<file path="src/rtl/uart_pkg.sv">
// Types and constants shared by the UART transmitter and receiver.
package uart_pkg;

    typedef enum logic [2:0] {
        ST_IDLE,
        ST_START,
        ST_DATA,
        ST_PARITY,
        ST_STOP
    } uart_state_e;

    localparam logic PAR_EVEN = 1'b0;
    localparam logic PAR_ODD  = 1'b1;

    function automatic logic maj3(input logic a, input logic b, input logic c);
        return (a & b) | (a & c) | (b & c);
    endfunction

endpackage

</file>
<file path="src/rtl/uart_rx_sampler.sv">
// Per-bit oversampling counter with a three-sample majority vote around mid-bit.
module uart_rx_sampler
    import uart_pkg::*;
#(
    parameter int PRESCALE = 8
) (
    input  logic clk_i,
    input  logic rst_n_i,
    input  logic run_i,
    input  logic rx_i,
    output logic vote_o,
    output logic decide_o,
    output logic bit_end_o
);
    localparam int CW = $clog2(PRESCALE);
    localparam logic [CW-1:0] CNT_LAST = CW'(PRESCALE - 1);
    localparam logic [CW-1:0] CNT_S0   = CW'(PRESCALE / 2 - 1);
    localparam logic [CW-1:0] CNT_S1   = CW'(PRESCALE / 2);
    localparam logic [CW-1:0] CNT_S2   = CW'(PRESCALE / 2 + 1);

    logic [CW-1:0] edge_cnt_q, edge_cnt_d;
    logic          s0_q, s1_q;

    // Held at zero while idle so a new start bit always begins a fresh bit period.
    always_comb begin
        edge_cnt_d = '0;
        if (run_i && (edge_cnt_q != CNT_LAST)) begin
            edge_cnt_d = edge_cnt_q + 1'b1;
        end
    end

    always_ff @(posedge clk_i or negedge rst_n_i) begin
        if (!rst_n_i) begin
            edge_cnt_q <= '0;
            s0_q       <= 1'b1;
            s1_q       <= 1'b1;
        end else begin
            edge_cnt_q <= edge_cnt_d;
            if (edge_cnt_q == CNT_S0) s0_q <= rx_i;
            if (edge_cnt_q == CNT_S1) s1_q <= rx_i;
        end
    end

    // Third sample is taken live, so the vote is ready on the decision edge itself.
    assign vote_o    = maj3(s0_q, s1_q, rx_i);
    assign decide_o  = run_i && (edge_cnt_q == CNT_S2);
    assign bit_end_o = run_i && (edge_cnt_q == CNT_LAST);

endmodule

</file>
<file path="src/rtl/uart_rx.sv">
// UART receiver: synchroniser, frame FSM, shift register, parity/stop checks.
// state  | meaning
// IDLE   | line high, waiting for a falling edge
// START  | confirming the start bit; high vote is a glitch
// DATA   | shifting DATA_WIDTH bits in, LSB first
// PARITY | comparing the parity bit against the shifted word
// STOP   | sampling the stop bit, then reporting the frame result
module uart_rx
    import uart_pkg::*;
#(
    parameter int DATA_WIDTH = 8,
    parameter int PRESCALE   = 8
) (
    input  logic                  clk,
    input  logic                  reset_n,
    input  logic                  RX_IN,
    input  logic                  PAR_EN,
    input  logic                  PAR_TYP,
    output logic [DATA_WIDTH-1:0] P_DATA,
    output logic                  Data_Valid,
    output logic                  PAR_ERR,
    output logic                  STP_ERR,
    output logic                  busy
);
    localparam int BCW = $clog2(DATA_WIDTH + 1);
    localparam logic [BCW-1:0] BIT_LAST = BCW'(DATA_WIDTH - 1);

    logic [1:0]            sync_q;
    logic                  rx_s;
    uart_state_e           state_q;
    logic [BCW-1:0]        bit_cnt_q;
    logic [DATA_WIDTH-1:0] shreg_q;
    logic                  par_en_q, par_typ_q, par_bad_q;
    logic                  vote, decide, bit_end;

    always_ff @(posedge clk or negedge reset_n) begin
        if (!reset_n) sync_q <= 2'b11;
        else          sync_q <= {sync_q[0], RX_IN};
    end
    assign rx_s = sync_q[1];

    uart_rx_sampler #(.PRESCALE(PRESCALE)) u_sampler (
        .clk_i     (clk),
        .rst_n_i   (reset_n),
        .run_i     (state_q != ST_IDLE),
        .rx_i      (rx_s),
        .vote_o    (vote),
        .decide_o  (decide),
        .bit_end_o (bit_end)
    );

    always_ff @(posedge clk or negedge reset_n) begin
        if (!reset_n) begin
            state_q    <= ST_IDLE;
            bit_cnt_q  <= '0;
            shreg_q    <= '0;
            par_en_q   <= 1'b0;
            par_typ_q  <= PAR_EVEN;
            par_bad_q  <= 1'b0;
            P_DATA     <= '0;
            Data_Valid <= 1'b0;
            PAR_ERR    <= 1'b0;
            STP_ERR    <= 1'b0;
            busy       <= 1'b0;
        end else begin
            Data_Valid <= 1'b0;
            PAR_ERR    <= 1'b0;
            STP_ERR    <= 1'b0;
            case (state_q)
                ST_IDLE: begin
                    if (!rx_s) begin
                        state_q   <= ST_START;
                        busy      <= 1'b1;
                        par_en_q  <= PAR_EN;
                        par_typ_q <= PAR_TYP;
                        par_bad_q <= 1'b0;
                        bit_cnt_q <= '0;
                    end
                end
                ST_START: begin
                    if (decide && vote) begin
                        state_q <= ST_IDLE;
                        busy    <= 1'b0;
                    end else if (bit_end) begin
                        state_q <= ST_DATA;
                    end
                end
                ST_DATA: begin
                    if (decide) shreg_q <= {vote, shreg_q[DATA_WIDTH-1:1]};
                    if (bit_end) begin
                        if (bit_cnt_q == BIT_LAST) state_q <= par_en_q ? ST_PARITY : ST_STOP;
                        else                       bit_cnt_q <= bit_cnt_q + 1'b1;
                    end
                end
                ST_PARITY: begin
                    if (decide) par_bad_q <= vote ^ (^shreg_q) ^ (par_typ_q == PAR_ODD);
                    if (bit_end) state_q <= ST_STOP;
                end
                ST_STOP: begin
                    // Leave at mid-stop so a start bit with zero idle time is still caught.
                    if (decide) begin
                        state_q <= ST_IDLE;
                        busy    <= 1'b0;
                        if (vote && !par_bad_q) begin
                            P_DATA     <= shreg_q;
                            Data_Valid <= 1'b1;
                        end else begin
                            PAR_ERR <= par_bad_q;
                            STP_ERR <= !vote;
                        end
                    end
                end
                default: begin
                    state_q <= ST_IDLE;
                    busy    <= 1'b0;
                end
            endcase
        end
    end

endmodule

</file>
<file path="config.mk">
export PLATFORM = sky130hd
export DESIGN_NAME = uart_rx
export DESIGN_NICKNAME = d
export VERILOG_FILES = /design/src/rtl/uart_pkg.sv /design/src/rtl/uart_rx_sampler.sv /design/src/rtl/uart_rx.sv
export SDC_FILE = /design/constraint.sdc
export NUM_CORES = 1
export LEC_CHECK = 0
export CAP_MARGIN = 5
export CORE_UTILIZATION = 35
export CTS_CLUSTER_SIZE = 30
export DETAILED_ROUTE_END_ITERATION = 10
export PLACE_DENSITY_LB_ADDON = 0.12
export SYNTH_ARGS = -nofsm -noshare
export SYNTH_HDL_FRONTEND = slang
export SYNTH_SLANG_ARGS = --single-unit
</file>
<file path="constraint.sdc">
create_clock -name clk -period 1.8 [get_ports clk]
set_input_delay 0.27 -clock clk [delete_from_list [all_inputs] [get_ports clk]]
set_output_delay 0.27 -clock clk [all_outputs]
set_load 0.01 [all_outputs]
</file>
## Yosys cells after proc, flatten, opt, wreduce, memory -nomap -nowiden

Index checks and enable logic that the tools add are counted.

| storage, ports and cells | value |
|---|---|
| flip-flop bits (word level) | 37 |
| latch bits | 0 |
| RAM bits | 0 |
| memory bits (read-only) | 0 |
| input bits | 5 |
| output and inout port bits | 12 |
| memories | 0 |

| operators by class | value |
|---|---|
| add/subtract/negate cells | 2 |
| multiply operators | 0 |
| div/mod/pow operators | 0 |
| $lt $le $gt $ge | 0 |
| equal/unequal tests | 19 |
| shift operators | 0 |
| muxes and demuxes | 30 |
| bitwise gates (word level) | 9 |
| reductions and logical operators | 20 |

Operators with widths:

| operator | count |
|---|---|
| 2-to-1 mux 3 bit | 9 |
| != test 2 bit, second input constant | 8 |
| one-hot mux 3 bit (5 select lines) | 1 |
| 2-to-1 mux 1 bit | 14 |
| equality test 3 bit, second input constant | 4 |
| 2-to-1 mux 4 bit | 3 |
| equality test 3 x 2 -> 1 bit, second input constant | 3 |
| one-hot mux 4 bit (2 select lines) | 1 |
| AND reduction 4 bit | 2 |
| parity 8 bit | 1 |
| != test 3 bit, second input constant | 2 |
| AND reduction 3 bit | 2 |
| AND reduction 6 bit | 1 |
| logical AND 1 bit | 5 |
| adder 4 x 1 -> 4 bit, second input constant | 1 |
| equality test 4 x 3 -> 1 bit, second input constant | 1 |
| one-hot mux 1 bit (4 select lines) | 1 |
| AND reduction 2 bit | 2 |
| nonzero test 2 bit | 2 |
| adder 3 x 1 -> 3 bit, second input constant | 1 |
| AND 1 bit | 3 |
| equality test 3 x 1 -> 1 bit, second input constant | 1 |
| zero test 3 bit | 1 |
| nonzero test 3 bit | 1 |
| other kinds (6) | 10 |

## Logic depth before layout (Yosys ltp)

| depth | value |
|---|---|
| depth in word-level cells | 7 |
| gate-level depth with buffers | 7 |

## Cells and area by module

From an unflattened synthesis, not the netlist that was laid out.

| unflattened totals | value |
|---|---|
| cell total of the unflattened synthesis | 148 |
| area total of the unflattened synthesis | 1770.4 um^2 |

By module, submodules not included:

| module | instances | cells each | area an instance (um^2) |
|---|---|---|---|
| uart_rx | 1 | 124 | 1493.9 |
| uart_rx_sampler | 1 | 24 | 276.5 |

## Least setup slack after synthesis

No wires, ideal clock.

| timing path | value |
|---|---|
| kind | register to register |
| from | reg u_sampler.edge_cnt_q[0] |
| to | reg state_q[1] |
| library setup time | 127 ps |
| data arrival time | 1605 ps |
| required time | 1673 ps |
| path slack | 68 ps |
| cell stages (with the launch flop) | 7 |
| buffers on the path | 0 |
| period minus slack after synthesis | 1732 ps |
| cells stage by stage | dfrtp_1 ha_1 and3b_1 a2111o_1 o211ai_2 mux2i_1 o31ai_1 |

| between the ends | value |
|---|---|
| word-level cells in the longest chain between the ends | 5 |
| elaborated cells on any way between the ends | 12 |
| those cells by class | 6 x eq/ne; 2 x mux; 4 x reduce/logical |

Ends and longest elaborated chain:

| item | line | text |
|---|---|---|
| start: declaration | uart_rx_sampler.sv:21 | `logic [CW-1:0] edge_cnt_q, edge_cnt_d;` |
| start signal: assignment | uart_rx_sampler.sv:38 | `edge_cnt_q <= edge_cnt_d;` |
| equality test 3 bit | uart_rx_sampler.sv:46 | `assign decide_o = run_i && (edge_cnt_q == CNT_S2);` |
| logical AND 1 bit | uart_rx_sampler.sv:46 |  |
| logical AND 1 bit | uart_rx.sv:81 | `if (decide && vote) begin` |
| != test 3 bit (no source line) or 2-to-1 mux 3 bit (tied branches) | -- |  |
| AND reduction 6 bit (no source line) or one-hot mux 3 bit (5 select lines) (tied branches) | -- |  |
| end signal: assignment | uart_rx.sv:91 | `if (bit_cnt_q == BIT_LAST) state_q <= par_en_q ? ST_PARITY : ST_STOP;` |
| end: declaration | uart_rx.sv:30 | `uart_state_e state_q;` |

Parallel ways exist; a longest one is shown, timed or not.
A chain may end at the register's enable or synchronous reset.

## Final worst setup path

Same ends and word-level chain as after synthesis.

==> summary.txt <==
Place
  • Hpwl dp: 2260 um
  • GPL Wtd Cong: 0.807
  • Placed cell areas: 2060 um2
  • Placement Setup Slack: -2.17 ps
  • Port Buf Inserts: 16

Critical path
  • Crit path DAT: 1880 ps
  • Largest stage delay, worst path: 430 ps
  • Nature of the critical path startpoint: flip-flop
  • Crit-path slowest cell: dfrtp_1
  • Worst Path Required: 1950 ps
  • Critical register-to-register path startpoint: u_sampler.edge_cnt_q[0]$_DFF_PN0_
  • Bufs and invs on worst path: 0
  • Reg2Reg Setup Slack: 70 ps
  • Kind of critical path: reg -> reg
  • Worst R2R End: state_q[1]$_DFFE_PN0P_
  • Crit-path cells: ha_4, and3b_2, a2111o_1, o211ai_2, mux2i_1, o31ai_1
  • Reg2Reg Depth: 6
  • Crit. End Element: flip-flop
  • Critical path's top delay family: compound AO/OA/AOI/OAI gates
  • CP Max Fanout: 4

CTS
  • Num CTS Buffers: 5
  • Clock sink total: 37
  • CTS tree: yes
  • Clock Path Buffers: 2
  • Clock Pin Slew Worst Setup and Hold Paths: 80 ps
  • CTS Root Cell: clkbuf_8
  • Clk Latency, worst-skew pair: 290 ps
  • H-tree depth: 2

STA
  • Final hold slack: 10.1 ps
  • Final Skew: 7.15 ps
  • RSZ-0062 raised after global routing: true
  • Final setup fails: 0
  • Maximum clock frequency: 578 MHz
  • Worst relative slew slack: 0.695
  • Post-layout min period: 1730 ps
  • Slew @ Worst Pin: 457 ps
  • Fin. Hold Viols: 0
  • Final WS setup: 70.1 ps
  • Fin crit share: 0.961
  • Max-slew violation count: 0

Floorplan
  • I/O Pins: 17
  • Core footprint: 4750 um2
  • Die Height: 72.6 um
  • Initial core utilization: 0.367
  • Die Width: 72.6 um
  • FP Rows: 25
  • Die area: 5270 um2

Synthesis
  • Synth unique cells: 40
  • Post-synth top cells: dfrtp_1, mux2_2, nand2_1
  • Sequential share of the synthesized area: 0.534
  • Syn Area/Cell: 12.2 um2
  • Largest cells by area after synthesis: dfrtp_1, mux2_2, dfstp_2
  • Top FF cell, synth: dfrtp_1
  • Synthesized cell area: 1740 um2
  • Yosys top cell area share: 0.474
  • Most common cell in the netlist: dfrtp_1
  • Synth area leader: dfrtp_1
  • #FFs+latches synth: 37
  • Warning count from the yosys run: 0
  • Post-synth EDFFs: 0
  • Mapped Cells: 143
  • Synthesized Nets: 154
  • Fraction of registers with async set or reset after synthesis: 1.00

Power and ir drop
  • P_leak: 1.04 nW
  • Clk pwr share: 0.218
  • Total power: 0.00297 W
  • Logic pwr share: 0.374
  • Seq pwr share: 0.408
  • Sw frac: 0.339
  • Peak VDD IR: 653 uV
  • Internal: 0.00196 W
  • Net Sw Power: 0.00101 W
  • Pwr dens: 1340 nW/um2

GRT
  • Gr ovfl total: 0
  • Total track usage: 0.138
  • First-pass GRT wire length: 5470 um
  • Largest net degree at the start of global routing: 38
  • Vias in the first global route: 1,179
  • Antenna violations before repair: 0

Routing
  • Routed vias/inst: 4.76
  • Routed len/inst: 12.9 um
  • DRC violations left: 0
  • Antenna Nets Post-Route: 0
  • WL final: 3170 um
  • Total number of vias: 1,170
  • Pre-Repair DR Iteration Count: 4
  • 1st-iter DRT viols: 33

Min path
  • HP Class: in -> async

Layout
  • Final net count: 189
  • Post-route design area: 2220 um2
  • Share of layout cells above drive strength 1: 0.318
  • N_diodes: 0
  • Fin util: 0.467
  • Area Overhead vs Synth: 27.3%
  • Fillers: 466

Status
  • Status: finished, final reports clean

Job
  • Max Cap Viol: 0
through the flow:
step                      setup TNS, ps  std cells
after floorplan                       0        143
after CTS                             0        243
after global placement                0        234
after detailed placement          -2.17        234
final                                 0        246
after global routing              -36.5        246
sequential cells by signal, indices dropped and copies added (netlist names):
name                  cells
state_q                   3
busy                      1
u_sampler.s1_q            1
par_bad_q                 1
bit_cnt_q                 4
shreg_q                   8
sync_q                    2
P_DATA                    8
par_en_q                  1
par_typ_q                 1
Data_Valid                1
PAR_ERR                   1
u_sampler.s0_q            1
STP_ERR                   1
u_sampler.edge_cnt_q      3
power by group through the flow:
| stage | clock, W | combinational (W) | sequential, W |
|---|---|---|---|
| finish | 0.000647 | 0.00111 | 0.00121 |
| global route | 0.000701 | 0.00125 | 0.00124 |
| CTS | 0.000678 | 0.00106 | 0.00120 |
| detailed placement | 0 | 0.00102 | 0.00122 |
| global placement | 0 | 0.00101 | 0.00121 |
| floorplan | 0 | 0.000768 | 0.00114 |
cells in the final DEF, fill, tap and decap left out, drive strengths merged, types with 5 or more instances in the layout:
| cell type | n |
|---|---|
| buf | 17 |
| ha | 6 |
| dfrtp | 33 |
| clkdlybuf4s50 | 15 |
| inv | 9 |
| nand2 | 10 |
| o21ai | 5 |
| xnor2 | 8 |
| clkbuf | 7 |
| mux2 | 18 |
cell families (layout without fill, tap and decap cells):
kind of cell	count (synthesis)	count (layout)	synth area share
multiplexers	20	20	0.128
XOR/XNOR	10	10	0.0503
buffers and inverters	12	48	0.0337
flip-flops	37	37	0.534
AO/OA/AOI/OAI	20	20	0.0797
AND/OR/NAND/NOR	37	37	0.125
adder cells (fa/ha/maj)	7	7	0.0495
layer usage:
metal,up-vias,GRT usage,wire length (um)
li1,576,-,-
met1,574,0.178,1480
met2,15,0.222,1540
met3,5,0.0292,85
met4,0,0.0654,57
met5,-,0,0
worst max-delay path by stage:
stage                                           start  cells past startpoint                     end
global route        u_sampler.edge_cnt_q[0]$_DFF_PN0_                      6  state_q[1]$_DFFE_PN0P_
detailed placement  u_sampler.edge_cnt_q[0]$_DFF_PN0_                      5   P_DATA[6]$_DFFE_PN0P_
finish              u_sampler.edge_cnt_q[0]$_DFF_PN0_                      6  state_q[1]$_DFFE_PN0P_
global placement    u_sampler.edge_cnt_q[0]$_DFF_PN0_                      5   P_DATA[5]$_DFFE_PN0P_
floorplan           u_sampler.edge_cnt_q[0]$_DFF_PN0_                      6  state_q[1]$_DFFE_PN0P_
CTS                 u_sampler.edge_cnt_q[0]$_DFF_PN0_                      6  state_q[1]$_DFFE_PN0P_
repair_timing:
action,4_1_cts,5_1_grt
endpoints found under the setup margin,7,8
setup buffers,1,3
hold buffers,0,0
gates resized for setup,1,6
pin swaps,0,3
cell type report:
cell class / count / area [um2] / area share
clock inverters: 1 / 8.76 / 0.00395
inverters: 8 / 30.0 / 0.0135
flip-flops and latches: 37 / 931 / 0.420
repair buffers: 32 / 288 / 0.130
multi-input cells: 94 / 781 / 0.352
clock buffers: 7 / 96.3 / 0.0434
well taps: 67 / 83.8 / 0.0378
Note: power is estimated with default switching activity, not from simulation.
